### src/rtl/vid_out_pkg.sv
// Shared types and entry-layout helpers for the AXI4-Stream to parallel video bridge.
package vid_out_pkg;

  typedef enum logic {
    WAIT_SOF = 1'b0,
    LOCKED   = 1'b1
  } state_t;

  // A FIFO entry is {tuser, tlast, tdata}.
  function automatic int entry_w(input int data_width);
    return data_width + 2;
  endfunction

  function automatic int tuser_bit(input int data_width);
    return data_width + 1;
  endfunction

  function automatic int tlast_bit(input int data_width);
    return data_width;
  endfunction

endpackage

### src/rtl/vid_out_fifo.sv
// First-word-fall-through pixel FIFO; rd_data always shows the head entry.
module vid_out_fifo #(
  parameter int WIDTH = 26,
  parameter int DEPTH = 32
) (
  input  logic                     clk,
  input  logic                     rst_n,
  input  logic                     wr_en,
  input  logic [WIDTH-1:0]         wr_data,
  input  logic                     rd_en,
  output logic [WIDTH-1:0]         rd_data,
  output logic                     full,
  output logic                     empty,
  output logic [$clog2(DEPTH):0]   count
);

  localparam int AW = $clog2(DEPTH);
  localparam logic [AW:0] FULL_CNT = (AW + 1)'(DEPTH);

  logic [WIDTH-1:0] mem [DEPTH];
  logic [AW-1:0]    wr_ptr;
  logic [AW-1:0]    rd_ptr;
  logic [AW:0]      count_nxt;
  logic             do_wr;
  logic             do_rd;

  assign do_wr   = wr_en && !full;
  assign do_rd   = rd_en && !empty;
  assign empty   = (count == '0);
  assign rd_data = mem[rd_ptr];

  always_comb begin
    count_nxt = count;
    case ({do_wr, do_rd})
      2'b10:   count_nxt = count + 1'b1;
      2'b01:   count_nxt = count - 1'b1;
      default: count_nxt = count;
    endcase
  end

  always_ff @(posedge clk) begin
    if (do_wr) mem[wr_ptr] <= wr_data;
  end

  // full is held high through reset so the upstream sees no ready until the first clock.
  always_ff @(posedge clk or negedge rst_n) begin
    if (!rst_n) begin
      wr_ptr <= '0;
      rd_ptr <= '0;
      count  <= '0;
      full   <= 1'b1;
    end else begin
      if (do_wr) wr_ptr <= wr_ptr + 1'b1;
      if (do_rd) rd_ptr <= rd_ptr + 1'b1;
      count <= count_nxt;
      full  <= (count_nxt == FULL_CNT);
    end
  end

endmodule

### src/rtl/axis_to_vid_out_24b.sv
// Releases buffered AXI4-Stream pixels under external video timing, aligning stream SOF
// to the first active pixel of each frame and resynchronising on underflow or misalignment.
module axis_to_vid_out_24b
  import vid_out_pkg::*;
#(
  parameter int DATA_WIDTH = 24,
  parameter int FIFO_DEPTH = 32
) (
  input  logic                    vclk,
  input  logic                    resetn,
  input  logic [DATA_WIDTH-1:0]   s_axis_tdata,
  input  logic [DATA_WIDTH/8-1:0] s_axis_tkeep,
  input  logic                    s_axis_tlast,
  input  logic                    s_axis_tuser,
  input  logic                    s_axis_tvalid,
  output logic                    s_axis_tready,
  input  logic                    vtg_vblank,
  input  logic                    vtg_vsync,
  input  logic                    vtg_hblank,
  input  logic                    vtg_hsync,
  input  logic                    vtg_active_video,
  input  logic                    vtg_field_id,
  output logic                    vid_vblank,
  output logic                    vid_vsync,
  output logic                    vid_hblank,
  output logic                    vid_hsync,
  output logic                    vid_active_video,
  output logic                    vid_field_id,
  output logic [DATA_WIDTH-1:0]   vid_data,
  output logic                    locked,
  output logic                    underflow,
  output logic                    eol_err
);

  localparam int EW = entry_w(DATA_WIDTH);
  localparam int UB = tuser_bit(DATA_WIDTH);
  localparam int LB = tlast_bit(DATA_WIDTH);

  logic [EW-1:0]              head;
  logic                       full;
  logic                       empty;
  logic [$clog2(FIFO_DEPTH):0] fifo_count;
  logic                       pop;
  logic                       head_user;
  logic                       head_last;
  logic [DATA_WIDTH-1:0]      head_data;

  state_t                     state;
  state_t                     state_nxt;
  logic [DATA_WIDTH-1:0]      pix_nxt;
  logic                       uf_nxt;
  logic                       good_pix;
  logic                       vsync_p1;
  logic                       frame_pending;
  logic                       fp;
  logic                       vld_p1;
  logic                       last_p1;
  logic                       unused_bits;

  assign unused_bits = ^{s_axis_tkeep, fifo_count};

  vid_out_fifo #(
    .WIDTH (EW),
    .DEPTH (FIFO_DEPTH)
  ) u_fifo (
    .clk     (vclk),
    .rst_n   (resetn),
    .wr_en   (s_axis_tvalid),
    .wr_data ({s_axis_tuser, s_axis_tlast, s_axis_tdata}),
    .rd_en   (pop),
    .rd_data (head),
    .full    (full),
    .empty   (empty),
    .count   (fifo_count)
  );

  assign s_axis_tready = !full;
  assign head_user     = head[UB];
  assign head_last     = head[LB];
  assign head_data     = head[DATA_WIDTH-1:0];
  assign fp            = vtg_active_video && frame_pending;
  assign locked        = (state == LOCKED);

  always_comb begin
    pop       = 1'b0;
    state_nxt = state;
    pix_nxt   = '0;
    uf_nxt    = 1'b0;
    good_pix  = 1'b0;
    case (state)
      WAIT_SOF: begin
        if (!empty) begin
          if (!head_user) begin
            pop = 1'b1;
          end else if (fp) begin
            pop       = 1'b1;
            pix_nxt   = head_data;
            good_pix  = 1'b1;
            state_nxt = LOCKED;
          end
        end
      end
      LOCKED: begin
        if (vtg_active_video) begin
          if (empty) begin
            uf_nxt    = 1'b1;
            state_nxt = WAIT_SOF;
          end else begin
            pop = 1'b1;
            // SOF must coincide exactly with the frame's first pixel.
            if (head_user != fp) begin
              state_nxt = WAIT_SOF;
            end else begin
              pix_nxt  = head_data;
              good_pix = 1'b1;
            end
          end
        end
      end
      default: state_nxt = WAIT_SOF;
    endcase
  end

  // Stage p1: registered timing, pixel and status; line-end check of the previous pixel.
  always_ff @(posedge vclk or negedge resetn) begin
    if (!resetn) begin
      state            <= WAIT_SOF;
      vsync_p1         <= 1'b0;
      frame_pending    <= 1'b0;
      vld_p1           <= 1'b0;
      vid_vblank       <= 1'b0;
      vid_vsync        <= 1'b0;
      vid_hblank       <= 1'b0;
      vid_hsync        <= 1'b0;
      vid_active_video <= 1'b0;
      vid_field_id     <= 1'b0;
      vid_data         <= '0;
      underflow        <= 1'b0;
      eol_err          <= 1'b0;
    end else begin
      state            <= state_nxt;
      vsync_p1         <= vtg_vsync;
      if (vtg_vsync && !vsync_p1) frame_pending <= 1'b1;
      else if (vtg_active_video)  frame_pending <= 1'b0;
      vld_p1           <= good_pix;
      vid_vblank       <= vtg_vblank;
      vid_vsync        <= vtg_vsync;
      vid_hblank       <= vtg_hblank;
      vid_hsync        <= vtg_hsync;
      vid_active_video <= vtg_active_video;
      vid_field_id     <= vtg_field_id;
      vid_data         <= pix_nxt;
      underflow        <= uf_nxt;
      eol_err          <= vld_p1 && (last_p1 == vtg_active_video);
    end
  end

  always_ff @(posedge vclk) begin
    last_p1 <= head_last;
  end

endmodule

### config.mk
export PLATFORM = sky130hd
export DESIGN_NAME = axis_to_vid_out_24b
export DESIGN_NICKNAME = d
export VERILOG_FILES = /design/src/rtl/vid_out_pkg.sv /design/src/rtl/vid_out_fifo.sv /design/src/rtl/axis_to_vid_out_24b.sv
export SDC_FILE = /design/constraint.sdc
export NUM_CORES = 1
export LEC_CHECK = 0
export ABC_CLOCK_PERIOD_IN_PS = 5100
export BUFFER_PORTS_ARGS = -buffer_cell sky130_fd_sc_hd__buf_2
export CORE_MARGIN = 2
export CORE_UTILIZATION = 54
export DETAILED_ROUTE_END_ITERATION = 6
export PLACE_DENSITY = 0.68
export SLEW_MARGIN = 40
export SYNTH_ARGS = -nofsm -noshare
export SYNTH_HDL_FRONTEND = slang
export SYNTH_SLANG_ARGS = --single-unit
### constraint.sdc
create_clock -name vclk -period 5.1 [get_ports vclk]
set_clock_uncertainty 0.15 [all_clocks]
set_input_delay 0.51 -clock vclk [delete_from_list [all_inputs] [get_ports vclk]]
set_output_delay 0.51 -clock vclk [all_outputs]
set_load 0.03 [all_outputs]
==> metrics.md <==
| Metric | Value |
|---|---|
| Worst r2r src | `u_fifo.rd_ptr[0]` |
| Die width | `255 µm` |
| Largest stage delay, worst path | `0.66 ns` |
| Mapped cell area | `33900 µm²` |
| Status | `finished, final reports clean` |
| Number of antenna violations at the first check in global routing | `1` |
| # H-tree levels | `3` |
| Critical path class | `reg -> reg` |
| Later-pin clock latency in the skew report | `0.65 ns` |
| CTS root buf | `clkbuf_16` |
| Most common cell after layout, fill and taps aside | `edfxtp_1` |
| Worst hold path cell count | `1` |
| Synth async-reset ratio | `5.88%` |
| Full die area | `64800 µm²` |
| Leading register cell type out of synthesis | `edfxtp_1` |
| Hold Vio Cnt, Final | `0` |
| Post-DP HPWL | `46200 µm` |
| Worst VDD drop | `0.000411 V` |
| Proportion of layout cells with a drive suffix above 1 | `22.9%` |
| Die span in y | `255 µm` |
| DR WL/cell | `29.2 µm` |
| Starting Density | `54.8%` |
| Arrival @ worst endpoint | `5.21 ns` |
| Total grt overflow | `0` |
| Slew Viols, Final | `0` |
| Setup_tns | `0 ns` |
| R2R depth | `15` |
| Final WL | `81500 µm` |
| Syn Area/Cell | `19.6 µm²` |
| # setup viols final | `0` |
| Total CTS buffers | `89` |
| Post-Syn Nets | `1779` |
| Post-synthesis sequential area ratio | `77.6%` |
| Row count | `91` |
| Tcrit/Tclk final | `94.2%` |
| HP Class | `in -> reg` |
| Ant. Diodes | `0` |
| Max-cap viol count | `0` |
| Post-layout util | `62.5%` |
| TritonCTS clock tree | `built` |
| 1st-iter DRT viols | `2247` |
| Power per cell area | `543 nW/µm²` |
| Clock period minus worst slack | `4.80 ns` |
| Io pins | `72` |
| Longest Clk Path Bufs | `3` |
| Routed vias/inst | `6.29` |
| Final net count | `1931` |
| Seq cells post-synth | `885` |
| Number of flops mapped to enable cells by yosys | `832` |
| PortBufs | `68` |
| Unrepaired setup endpoints after global routing | `false` |
| Area delta synth->final | `14.2%` |
| Worst Hold Path EP | `u_fifo.mem[15][19]` |
| Slowest cell on crit path | `dfrtp_4` |
| Pleak | `13.1 nW` |
| TritonRoute pass-1 iters | `5` |
| Synth unique cells | `51` |
| GP Congestion | `0.794` |
| Vias in the first global route | `17300` |
| Worst Hold Launch | `s_axis_tdata[19]` |
| Critical Path End Type | `register` |
| Clock-pin slew on the worst setup and hold paths | `0.06 ns` |
| Worst reg2reg setup slack | `0.30 ns` |
| Post-CTS Resized | `0` |
| DRC viols | `0` |
| Largest net degree at the start of global routing | `98` |
| Critical path launch point type | `register` |
| Max-slew headroom | `42.1%` |
| Max frequency | `208 MHz` |
| Cell Chain, Critical Path | `nor2b_1 -> a2111oi_0 -> o21ai_0 -> or3b_2 -> ha_1 -> o21ai_0 -> and2_1 -> ha_1 -> ha_1 -> a21o_1 -> a21oi_1 -> xor2_1 -> o21ai_0 -> or4_1 -> nor3b_1` |
| Slew @ Worst Pin | `0.866 ns` |
| First-pass GRT wire length | `117000 µm` |
| Routed via count | `17500` |
| Gate Count Post-Synth | `1728` |
| GR Util All Layers | `25.7%` |
| Most frequent cells in the layout | `edfxtp_1, mux2i_1, mux4_2` |
| Reg2Reg Capture Point | `u_fifo.full` |
| Core Region | `61900 µm²` |
| WP data required | `5.51 ns` |
| Routed Antenna Nets | `0` |
| Synth Warn # | `0` |
| Worst Path Max Fanout | `22` |
| Clock Sinks | `885` |
-- worst max-delay path: cells and delay by family, from the launching register on --
| kind | cells | cell delay (ns) |
|---|---|---|
| DFF | 1 | 0.66 |
| adders and majority gates | 3 | 0.90 |
| AOI/OAI and AO/OA | 6 | 1.29 |
| xor gates and xnor gates | 1 | 0.16 |
| and+or+nand+nor | 5 | 1.56 |
-- sequential cells by signal, indices dropped and copies added (netlist names), 5 cells and up --
register       flops
u_fifo.count       6
u_fifo.mem       832
u_fifo.rd_ptr      5
u_fifo.wr_ptr      5
vid_data          24
-- area by class of cell --
class | count | area, µm²
clock buffer | 115 | 2400
multi-input combinational | 742 | 7360
inverter | 9 | 33.8
timing repair buffer | 153 | 1150
clock inverter | 49 | 430
fill | 4257 | 23200
sequential | 885 | 26300
tap | 837 | 1050
-- timing repair --
item,in CTS,in global routing
hold buffers,7,0
endpoints found under the hold margin,59,0
setup buffers,0,0
-- power breakdown --
part           total [mW]  internal (mW)  leakage [nW]  switching, mW
combinational        5.92           2.37          3.59           3.55
clock                6.33           3.63          1.37           2.70
sequential           8.77           8.50          8.17          0.268
total                21.0           14.5          13.1           6.51
-- kinds of logic (layout without fill, tap and decap cells) --
logic type	count (synthesis)	after routing	synth area share (%)
flops	885	885	77.6
mux	340	340	14.0
simple gates	230	230	3.27
compound gates	147	147	2.81
buf+inv	101	326	1.50
fa+ha+maj	13	13	0.502
xor+xnor	12	12	0.310
-- stage by stage --
step | instances | area (µm²) | hold slack [ns] | power (mW) | worst slack (ns)
final | 2790 | 38700 | 0.194 | 21.0 | 0.298
after global routing | 2790 | 38700 | 0.205 | 21.8 | 0.0471
after CTS | 2786 | 38600 | 0.166 | 21.1 | 0.296
after detailed placement | 2615 | 35700 | 0.292 | 14.8 | 0.327
after global placement | 2609 | 35600 | 0.287 | 14.7 | 0.369
after floorplan | 1728 | 33900 | 0.0644 | 12.9 | 0.706
-- how the worst max path moves through the flow --
stage	from	end	slack, ns	cells after the start
3_5_place_dp	u_fifo.rd_ptr[0]	u_fifo.full	0.33	15
5_1_grt	u_fifo.rd_ptr[0]	u_fifo.full	0.05	15
4_1_cts	u_fifo.rd_ptr[0]	u_fifo.full	0.30	15
2_1_floorplan	u_fifo.rd_ptr[0]	u_fifo.full	0.71	17
3_3_place_gp	u_fifo.rd_ptr[0]	u_fifo.full	0.37	15
6_report	u_fifo.rd_ptr[0]	u_fifo.full	0.30	15
-- cell usage after synthesis (all sizes together), types with 2 or more instances --
cell type  instances  area, µm²
a211oi             2       15.0
or3b               3       26.3
o22ai             97        607
nor2              64        240
a22oi             27        203
and2               5       31.3
nor3b              2       15.0
nor2b              7       43.8
nand4b             4       35.0
ha                12        150
o21ai              9       45.0
nand3             29        145
a21oi              4       20.0
mux4             106       2390
buf               53        329
clkbuf            39        146
xnor2              9       78.8
nand4              4       25.0
nand3b             2       15.0
or4b               2       20.0
nor3               2       10.0
xor2               3       26.3
mux2              27        304
dfrtp             51       1280
mux2i            207       2070
nand4bb            3       33.8
nor4              24        150
inv                9       33.8
nand2             73        274
edfxtp           832      25000
-- routing by layer --
metal | track usage (%) | share of wire (%) | vias to the layer above
met5 | 0 | 0.017 | -
met4 | 8.84 | 2.9 | 2
met3 | 4.35 | 8.8 | 149
met2 | 39.3 | 47 | 882
met1 | 38.0 | 42 | 9176
li1 | - | - | 7332
Note: power is estimated with default switching activity, not from simulation.
